[src/rtl/bft_leaf_rx_depacketizer_pkg.sv]
// Shared definitions for the BFT leaf receive depacketizer: packet field
// layout, sizing constants and the credit FSM state encoding.
package bft_leaf_rx_depacketizer_pkg;

  localparam int PACKET_BITS           = 49;
  localparam int PAYLOAD_BITS          = 32;
  localparam int NUM_LEAF_BITS         = 4;
  localparam int NUM_PORT_BITS         = 4;
  localparam int NUM_ADDR_BITS         = 7;
  localparam int NUM_BRAM_ADDR_BITS    = 7;
  localparam int FREESPACE_UPDATE_SIZE = 64;

  localparam int VALID_BIT   = 48;
  localparam int LEAF_MSB    = 47;
  localparam int LEAF_LSB    = 44;
  localparam int PORT_MSB    = 43;
  localparam int PORT_LSB    = 40;
  localparam int SEQ_MSB     = 39;
  localparam int SEQ_LSB     = 33;
  localparam int CTRL_BIT    = 32;
  localparam int PAYLOAD_MSB = 31;

  typedef enum logic [1:0] {
    CR_IDLE   = 2'd0,
    CR_SEND   = 2'd1,
    CR_RESEND = 2'd2
  } credit_state_t;

endpackage

[src/rtl/bft_leaf_rx_depacketizer_fifo.sv]
// Synchronous FIFO with a registered head word: the oldest entry is always
// held in head_q so the user sees it one cycle after it was written.
module leaf_rx_fifo #(
  parameter int W  = 32,
  parameter int AW = 7
) (
  input  logic         clk,
  input  logic         rst_n,
  input  logic         push_i,
  input  logic [W-1:0] wdata_i,
  input  logic         pop_i,
  output logic [W-1:0] rdata_o,
  output logic         vld_o,
  output logic         full_o
);

  localparam int DEPTH = 1 << AW;

  logic [W-1:0]  mem [DEPTH];
  logic [AW-1:0] wr_ptr_q, rd_ptr_q, rd_next;
  logic [AW:0]   count_q, count_d, remaining;
  logic [W-1:0]  head_q, head_d;
  logic          vld_q;
  logic          do_push, do_pop;

  assign full_o  = (count_q == (AW+1)'(DEPTH));
  assign do_push = push_i && !full_o;
  assign do_pop  = pop_i && vld_q;
  assign rdata_o = head_q;
  assign vld_o   = vld_q;

  always_comb begin
    rd_next   = rd_ptr_q + AW'(do_pop);
    remaining = count_q - (AW+1)'(do_pop);
    count_d   = remaining + (AW+1)'(do_push);
    head_d    = head_q;
    // A push into a FIFO that drains to nothing this cycle bypasses memory.
    if (do_push && remaining == '0)
      head_d = wdata_i;
    else if (do_pop && remaining != '0)
      head_d = mem[rd_next];
  end

  always_ff @(posedge clk) begin
    if (do_push) mem[wr_ptr_q] <= wdata_i;
  end

  always_ff @(posedge clk or negedge rst_n) begin
    if (!rst_n) begin
      wr_ptr_q <= '0;
      rd_ptr_q <= '0;
      count_q  <= '0;
      head_q   <= '0;
      vld_q    <= 1'b0;
    end else begin
      wr_ptr_q <= wr_ptr_q + AW'(do_push);
      rd_ptr_q <= rd_next;
      count_q  <= count_d;
      head_q   <= head_d;
      vld_q    <= (count_d != '0);
    end
  end

endmodule

[src/rtl/bft_leaf_rx_depacketizer.sv]
// Leaf endpoint receive path: filters and sequence-checks BFT packets, buffers
// payloads for the user stream and returns freespace credits to the sender.
module bft_leaf_rx_depacketizer
  import bft_leaf_rx_depacketizer_pkg::*;
#(
  parameter int LEAF_ID = 4,
  parameter int PORT_ID = 1
) (
  input  logic                     clk,
  input  logic                     reset,
  input  logic [PACKET_BITS-1:0]   din_leaf_bft2interface,
  output logic [PACKET_BITS-1:0]   dout_leaf_interface2bft,
  input  logic                     resend,
  input  logic [NUM_LEAF_BITS-1:0] cfg_src_leaf,
  input  logic [NUM_PORT_BITS-1:0] cfg_src_port,
  output logic [PAYLOAD_BITS-1:0]  dout_leaf_interface2user,
  output logic                     vld_interface2user,
  input  logic                     ack_user2interface,
  output logic                     seq_err,
  output logic                     overflow
);

  localparam int CNT_W = $clog2(FREESPACE_UPDATE_SIZE + 1);

  logic [NUM_ADDR_BITS-1:0] exp_seq_q, cseq_q;
  logic [CNT_W-1:0]         popcnt_q;
  logic [1:0]               pend_q;
  logic                     seq_err_q, overflow_q, sent_q;
  logic [PACKET_BITS-1:0]   last_q, dout_q, credit_pkt;
  credit_state_t            state_q;

  logic accept, seq_match, fifo_full, push, pop, credit_req;

  assign accept = din_leaf_bft2interface[VALID_BIT] &&
                  (din_leaf_bft2interface[LEAF_MSB:LEAF_LSB] == NUM_LEAF_BITS'(LEAF_ID)) &&
                  (din_leaf_bft2interface[PORT_MSB:PORT_LSB] == NUM_PORT_BITS'(PORT_ID)) &&
                  !din_leaf_bft2interface[CTRL_BIT];
  assign seq_match  = (din_leaf_bft2interface[SEQ_MSB:SEQ_LSB] == exp_seq_q);
  assign push       = accept && seq_match && !fifo_full;
  assign pop        = vld_interface2user && ack_user2interface;
  assign credit_req = pop && (popcnt_q == CNT_W'(FREESPACE_UPDATE_SIZE - 1));
  assign credit_pkt = {1'b1, cfg_src_leaf, cfg_src_port, cseq_q, 1'b1,
                       PAYLOAD_BITS'(FREESPACE_UPDATE_SIZE)};

  leaf_rx_fifo #(
    .W  (PAYLOAD_BITS),
    .AW (NUM_BRAM_ADDR_BITS)
  ) u_fifo (
    .clk     (clk),
    .rst_n   (reset),
    .push_i  (push),
    .wdata_i (din_leaf_bft2interface[PAYLOAD_MSB:0]),
    .pop_i   (pop),
    .rdata_o (dout_leaf_interface2user),
    .vld_o   (vld_interface2user),
    .full_o  (fifo_full)
  );

  always_ff @(posedge clk or negedge reset) begin
    if (!reset) begin
      exp_seq_q  <= '0;
      popcnt_q   <= '0;
      seq_err_q  <= 1'b0;
      overflow_q <= 1'b0;
    end else begin
      if (push) exp_seq_q <= exp_seq_q + 1'b1;
      if (accept && !seq_match) seq_err_q <= 1'b1;
      if (accept && seq_match && fifo_full) overflow_q <= 1'b1;
      if (credit_req) popcnt_q <= '0;
      else if (pop) popcnt_q <= popcnt_q + 1'b1;
    end
  end

  // Credit FSM: dout is driven only while in SEND or RESEND. A request seen
  // while busy is banked in pend_q so none is ever lost.
  always_ff @(posedge clk or negedge reset) begin
    if (!reset) begin
      state_q <= CR_IDLE;
      pend_q  <= '0;
      cseq_q  <= '0;
      sent_q  <= 1'b0;
      last_q  <= '0;
      dout_q  <= '0;
    end else begin
      case (state_q)
        CR_IDLE: begin
          if (credit_req || pend_q != 2'd0) begin
            state_q <= CR_SEND;
            dout_q  <= credit_pkt;
            last_q  <= credit_pkt;
            cseq_q  <= cseq_q + 1'b1;
            sent_q  <= 1'b1;
            pend_q  <= pend_q + {1'b0, credit_req} - 2'd1;
          end else if (resend && sent_q) begin
            state_q <= CR_RESEND;
            dout_q  <= last_q;
          end else begin
            dout_q <= '0;
          end
        end
        default: begin
          state_q <= CR_IDLE;
          dout_q  <= '0;
          if (credit_req && pend_q != 2'd2) pend_q <= pend_q + 2'd1;
        end
      endcase
    end
  end

  assign dout_leaf_interface2bft = dout_q;
  assign seq_err                 = seq_err_q;
  assign overflow                = overflow_q;

endmodule

[config.mk]
export PLATFORM = sky130hd
export DESIGN_NAME = bft_leaf_rx_depacketizer
export DESIGN_NICKNAME = d
export VERILOG_FILES = /design/src/rtl/bft_leaf_rx_depacketizer_pkg.sv /design/src/rtl/bft_leaf_rx_depacketizer_fifo.sv /design/src/rtl/bft_leaf_rx_depacketizer.sv
export SDC_FILE = /design/constraint.sdc
export NUM_CORES = 2
export LEC_CHECK = 0
export CORE_ASPECT_RATIO = 0.7
export CORE_MARGIN = 2
export CORE_UTILIZATION = 48
export CTS_CLUSTER_DIAMETER = 30
export CTS_CLUSTER_SIZE = 20
export DETAILED_ROUTE_END_ITERATION = 16
export PLACE_DENSITY = 0.63
export SETUP_SLACK_MARGIN = 0.15
export SYNTH_ARGS = -nofsm -noshare
export SYNTH_HDL_FRONTEND = slang
export SYNTH_SLANG_ARGS = --single-unit
[constraint.sdc]
create_clock -name clk -period 4.29 [get_ports clk]
set_clock_uncertainty 0.15 [all_clocks]
set_input_delay 0.6435 -clock clk [delete_from_list [all_inputs] [get_ports clk]]
set_output_delay 0.6435 -clock clk [all_outputs]
set_load 0.02 [all_outputs]
==> Word level (Yosys, flattened, before mapping) <==
Memories as Yosys holds them, arrays and structs flattened.
Index checks and enable logic that the tools add are counted.
{ "word_totals": {"regBits": 150, "n_memories": 1, "input_bits": 61, "word_cells": 78, "out_inout_bits": 84, "mem_bits_rw": 4096} }
{ "op_classes": {"reduce_logical": 29, "n_eq_ne": 8, "mux": 15, "add_sub_neg": 10} }
{ "memory_table": {"columns": ["name", "words", "word_bits", "rd", "rd_ports_with_merged_regs", "wr", "line", "rtl"], "rows": [
  ["u_fifo.mem", 128, 32, 1, 0, 1, "bft_leaf_rx_depacketizer_fifo.sv:19", "logic [W-1:0] mem [DEPTH];"]
]} }
{ "op_table": {"columns": ["operator", "n"], "rows": [
  ["two-way mux 49 bit", 3],
  ["two-way mux 32 bit", 2],
  ["adder 7 x 1 -> 7 bit, second input constant", 3],
  ["nonzero test 8 bit", 2],
  ["logical AND 1 bit", 15],
  ["adder 7 x 1 -> 7 bit", 2],
  ["two-way mux 7 bit", 2],
  ["two-way mux 2 bit", 6],
  ["adder 8 x 1 -> 8 bit", 1],
  ["== test 8 bit, second input constant", 1],
  ["logical NOT 8 bit", 1],
  ["nonzero test 2 bit", 4],
  ["subtractor 8 x 1 -> 8 bit", 1],
  ["== test 7 x 6 -> 1 bit, second input constant", 1],
  ["== test 7 bit", 1],
  ["== test 4 x 1 -> 1 bit, second input constant", 1],
  ["== test 4 x 3 -> 1 bit, second input constant", 1],
  ["inequality test 2 bit, second input constant", 2],
  ["AND reduction 2 bit", 2],
  ["logical NOT 1 bit", 3],
  ["inequality test 3 bit, second input constant", 1],
  ["adder 2 x 1 -> 2 bit", 1],
  ["adder 2 x 1 -> 2 bit, second input constant", 1],
  ["logical NOT 2 bit", 1],
  ["other kinds (3)", 4]
]} }

==> Longest topological paths before layout <==
{ "logic_depth": {"word_depth": 9, "ltp_mapped": 16, "mapped_depth_nobuf": 12} }

==> Cells and area by module <==
From an unflattened synthesis, not the netlist that was laid out.
{ "unflattened": {"hier_cells": 6923, "area_unflattened_um2": 161215.9} }
{ "modules_own_cells": {"columns": ["mod", "seq_area_each_um2", "cells_each", "area_each_um2", "instances"], "rows": [
  ["leaf_rx_fifo", 124374.3, 6689, 158416.9, 1],
  ["bft_leaf_rx_depacketizer", 1476.4, 234, 2798.9, 1]
]} }

==> Least setup slack after synthesis <==
No wires, ideal clock.
{ "synth_path": {"path_type": "input-to-reg", "from": "in din_leaf_bft2interface[32]", "to": "mem u_fifo.mem[107][0], enable pin", "slack_ps": -57, "stages": 9, "setup_time_ps": 421, "t_required_ps": 3719, "t_arrival_ps": 3776, "n_path_buf": 2, "cell_sequence": "nor4_1 -> nand4_1 -> or3_1 -> nand2b_1 -> clkbuf_1 -> inv_1 -> nand4b_1 -> buf_2 -> nor2_1"} }
{ "synth_between": {"elab_chain_len": 7} }
{ "synth_rtl": {"columns": ["item", "line", "rtl"], "rows": [
  ["start: declaration", "bft_leaf_rx_depacketizer.sv:11", "input logic [PACKET_BITS-1:0] din_leaf_bft2interface,"],
  ["logical NOT 1 bit", "bft_leaf_rx_depacketizer.sv:37", "!din_leaf_bft2interface[CTRL_BIT];"],
  ["logical AND 1 bit", "bft_leaf_rx_depacketizer.sv:36", "(din_leaf_bft2interface[PORT_MSB:PORT_LSB] == NUM_PORT_BITS'(PORT_ID)) &&"],
  ["logical AND 1 bit (2 in series)", "bft_leaf_rx_depacketizer.sv:39", "assign push = accept && seq_match && !fifo_full;"],
  ["named net push", "bft_leaf_rx_depacketizer.sv:32", "logic accept, seq_match, fifo_full, push, pop, credit_req;"],
  ["logical AND 1 bit", "bft_leaf_rx_depacketizer_fifo.sv:27", "assign do_push = push_i && !full_o;"],
  ["two-way mux 1 bit", "bft_leaf_rx_depacketizer_fifo.sv:45", "if (do_push) mem[wr_ptr_q] <= wdata_i;"],
  ["two-way mux 1 bit (implied by the code)", "bft_leaf_rx_depacketizer_fifo.sv:45", null],
  ["end: declaration", "bft_leaf_rx_depacketizer_fifo.sv:19", null]
]} }
The timed path passes the listed nets, and every way through them passes these cells.

==> Worst setup path after layout <==
{ "layout_path": {"from": "reg u_fifo.vld_q (netlist: u_fifo.vld_o)", "to": "reg u_fifo.head_q[2] (netlist: u_fifo.rdata_o[2])"} }
{ "layout_between": {"elab_chain_len": 6, "elab_cells_between_ends": 12, "cone_classes": "add/sub: 2; mux: 2; reduce/logical: 7; memory: 1"} }
{ "layout_rtl": {"columns": ["item", "line", "rtl"], "rows": [
  ["start: declaration", "bft_leaf_rx_depacketizer_fifo.sv:23", "logic vld_q;"],
  ["start signal: assignment", "bft_leaf_rx_depacketizer_fifo.sv:60", "vld_q <= (count_d != '0);"],
  ["logical AND 1 bit", "bft_leaf_rx_depacketizer.sv:40", "assign pop = vld_interface2user && ack_user2interface;"],
  ["logical AND 1 bit (*)", "bft_leaf_rx_depacketizer_fifo.sv:28", "assign do_pop = pop_i && vld_q;"],
  ["adder 7 x 1 -> 7 bit / subtractor 8 x 1 -> 8 bit (equally long branches)", "bft_leaf_rx_depacketizer_fifo.sv:33, bft_leaf_rx_depacketizer_fifo.sv:34", null],
  ["memory (128 x 32 bit), or another cell as far along", null, null],
  ["two-way mux 32 bit, or another cell as far along", "bft_leaf_rx_depacketizer_fifo.sv:40", "else if (do_pop && remaining != '0)"],
  ["two-way mux 32 bit / nonzero test 2 bit (equally long branches)", null, null],
  ["end signal: assignment", "bft_leaf_rx_depacketizer_fifo.sv:53", "head_q <= '0;"],
  ["end signal: assignment", "bft_leaf_rx_depacketizer_fifo.sv:59", "head_q <= head_d;"],
  ["end: declaration", "bft_leaf_rx_depacketizer_fifo.sv:22", "logic [W-1:0] head_q, head_d;"]
]} }
Every way passes the cells marked *; elsewhere a longest branch is shown, timed or not. The select of a mux whose other input is x is not followed.
A chain may end at the register's enable or synchronous reset.

==> results.toml <==
[routing]
vias_per_cell = 6.34
first_iter_violations = 15500
first_pass_iters = 8
wl_per_cell_um = 35.1
drt_wl_total_um = 488000
drc = 0
num_vias = 88100
antenna_left = 0

[synth]
ys_types = 73
synth_enable_flop_cells = 4096
synth_cells = 7640
synth_area_leaders = "edfxtp_1, mux4_2, dfrtp_1, nand2_1, mux2i_1"
yosysTopAreaCell = "edfxtp_1"
yosysTopAreaCellShare_pct = 75.7
netlist_area_um2 = 162000
ys_seq_area_share_pct = 77.5
yosysWarnings = 0
syn_avg_cell_area_um2 = 21.3
yosys_register_bits = 4210
synthArstFlopShare_pct = 2.71
synth-main-ff-cell = "edfxtp_1"

[layout]
drive_above_1_share_pct = 34.1
layout_commonest_cell = "edfxtp_1"
fin_nets = 8990
syn_to_final_growth_pct = 23.1
final_cell_mix = "edfxtp_1, mux4_2, nand2_1"

[sta]
final-hold-violation-count = 0
fmax_mhz = 239
tightestPinTransition_ns = 1.32
setup_viol = 0
timing.final.crit_share_pct = 97.7
relSlewSlack_pct = 11.7
fin_tns_setup_ns = 0
slew_viol_final = 0
grt_setup_unrepaired = "yes"
period_minus_slack_ns = 4.19
timing.final.ws_setup_ns = 0.0975

[worst_setup_path]
startpoint_type = "flip-flop"
reg2reg_from = "u_fifo.vld_o"
cp_data_arrival_time_ns = 4.79
rr_endpoint = "u_fifo.rdata_o[2]"
reg2reg_depth = 20
setup.worst_path.class = "flip-flop to flip-flop"
startpoint = "u_fifo.vld_o"
critPathRequiredTime_ns = 4.89
ff2ff_setup_slack_ns = 0.1
critPathMaxFanout = 20
end_kind = "flip-flop"

[job]
max_cap_violations = 0

[clocking]
clock_path_buffers = 4
worstSkewPairLatency_ns = 0.95
cts_buffers = 584
root_buffer = "clkbuf_16"
cts_sinks = 4210
tritoncts = "yes"
htree_levels = 6
clk_pin_slew_ns = 0.06

[floorplan]
start_util_pct = 48.3
die_h_um = 491
core-area_um2 = 336000
ios = 145
design.die.area_um2 = 343000
die_w_um = 699
rows = 178

[worst_hold_path]
holdCritStartpoint = "din_leaf_bft2interface[2]"
hold-path-cell-count = 1
hold_path.class = "input port to flip-flop"
min_to = "u_fifo.mem[11][2]"

[pwr]
ir_drop_uv = 436
p_leak_uw = 0.0657
cellPowerDensity_nw_per_um2 = 774

[place]
dp_hpwl_um = 306000
pre_cts_ws_ns = -1.65
port_buffers = 113
gp_congestion = 0.900

[status]
outcome = "complete, no violations"

[global_route]
met2_usage_pct = 38.5
grt_pass1_vias = 85700
grt_first_pass_wirelength_um = 677000
grt_overflow = 0
grt_use_met3_pct = 10.4
grt_max_degree = 130
grt_most_used_layer = "met1"
antenna_found_initial = 46
grt_usage_pct = 28.2
grt.met1_usage_pct = 42.5
[routing by layer]
layer  routed length [um]  up-vias
li1                     -    34500
met1               196000    46600
met2               205000     6246
met3                71900      713
met4                13600       14
met5                  530        -
[critical path, stage by stage (launching register included)]
cell and delay (ns):
dfrtp_1 0.40, nand2_2 0.12, inv_4 0.07, ha_4 0.19
ha_4 0.17, buf_4 0.15, xnor2_4 0.18, buf_12 0.16
clkinv_16 0.09, buf_16 0.18, buf_4 0.17, buf_4 0.14
buf_12 0.15, buf_4 0.21, nand2_1 0.09, nand3_1 0.08
a21oi_1 0.19, buf_4 0.21, a221oi_1 0.11, a221oi_4 0.51
o211ai_1 0.21
[synth_stat cells (32+ instances only)]
master,instances
nand2_1,707
a32oi_1,76
nor2_1,217
edfxtp_1,4096
buf_4,125
a31oi_1,32
mux2i_1,195
buf_2,165
o21ai_0,32
nand3_1,218
a21oi_1,49
clkbuf_1,108
buf_6,33
dfrtp_1,114
nand4_1,36
a221oi_1,65
mux4_2,1003
[registers in the layout, indices dropped and copies added, names as in the netlist]
name                     count
pend_q                       2
u_fifo.mem                4096
u_fifo.rd_ptr_q              7
u_fifo.vld_o                 1
seq_err                      1
u_fifo.wr_ptr_q              7
u_fifo.rdata_o              32
u_fifo.count_q               8
state_q                      2
cseq_q                       7
dout_leaf_interface2bft     16
last_q                      16
exp_seq_q                    7
overflow                     1
popcnt_q                     7
[through the flow]
step | util (%) | hold slack, ns | cells | total power, uW | instance area, um2
after floorplan | - | 0.198 | 7670 | 76800 | 163000
after global routing | 59.5 | 0.0485 | 13900 | 159000 | 200000
final | 59.5 | 0.0367 | 13900 | 155000 | 200000
after CTS | 59.3 | 0.0134 | 13900 | 154000 | 200000
after global placement | 53.3 | 0.300 | 12800 | 104000 | 179000
after detailed placement | 53.3 | 0.304 | 12800 | 104000 | 179000
[worst max path at each step]
stage	end	slack (ns)	cells after the start
2_1_floorplan	u_fifo.mem[107][0]	-0.06	9
3_3_place_gp	u_fifo.rdata_o[7]	-1.48	16
3_5_place_dp	u_fifo.rdata_o[7]	-1.65	16
4_1_cts	u_fifo.rdata_o[11]	0.16	19
5_1_grt	u_fifo.rdata_o[1]	0.05	19
6_report	u_fifo.rdata_o[2]	0.1	20
[power by group]
part / internal [uW] / total (uW) / switching [uW]
clock: 29600 / 48400 / 18800
sequential: 45500 / 46300 / 743
combinational: 26300 / 60100 / 33800
[area by class of cell]
cell class	instances	area, um2
diodes	12	30.0
clock buffers	668	15400
clock inverters	394	4340
fillers	23600	136000
inverters	16	96.3
multi-input cells	2988	35400
flip-flops and latches	4210	126000
well taps	4500	5630
repair buffers	1114	13200
repair inverters	1	11.3
[repair_timing]
action                                  in CTS  in global routing
pin swaps                                   16                 19
hold buffers                                 1                  0
gates cloned                                 3                  2
gates resized for setup                     65                 50
buffers inserted                            23                 11
endpoints found under the setup margin      23                 29
endpoints found under the hold margin       37                  0
[cell families after synthesis]
group / synth area share, %
and+or+nand+nor: 3.40
adders and majority gates: 0.108
AOI/OAI and AO/OA: 1.95
buffers and inverters: 1.69
DFF: 77.5
muxes: 15.1
other: 0.00231
xor gates and xnor gates: 0.246
No activity file was read; power rests on OpenSTA's default activity.
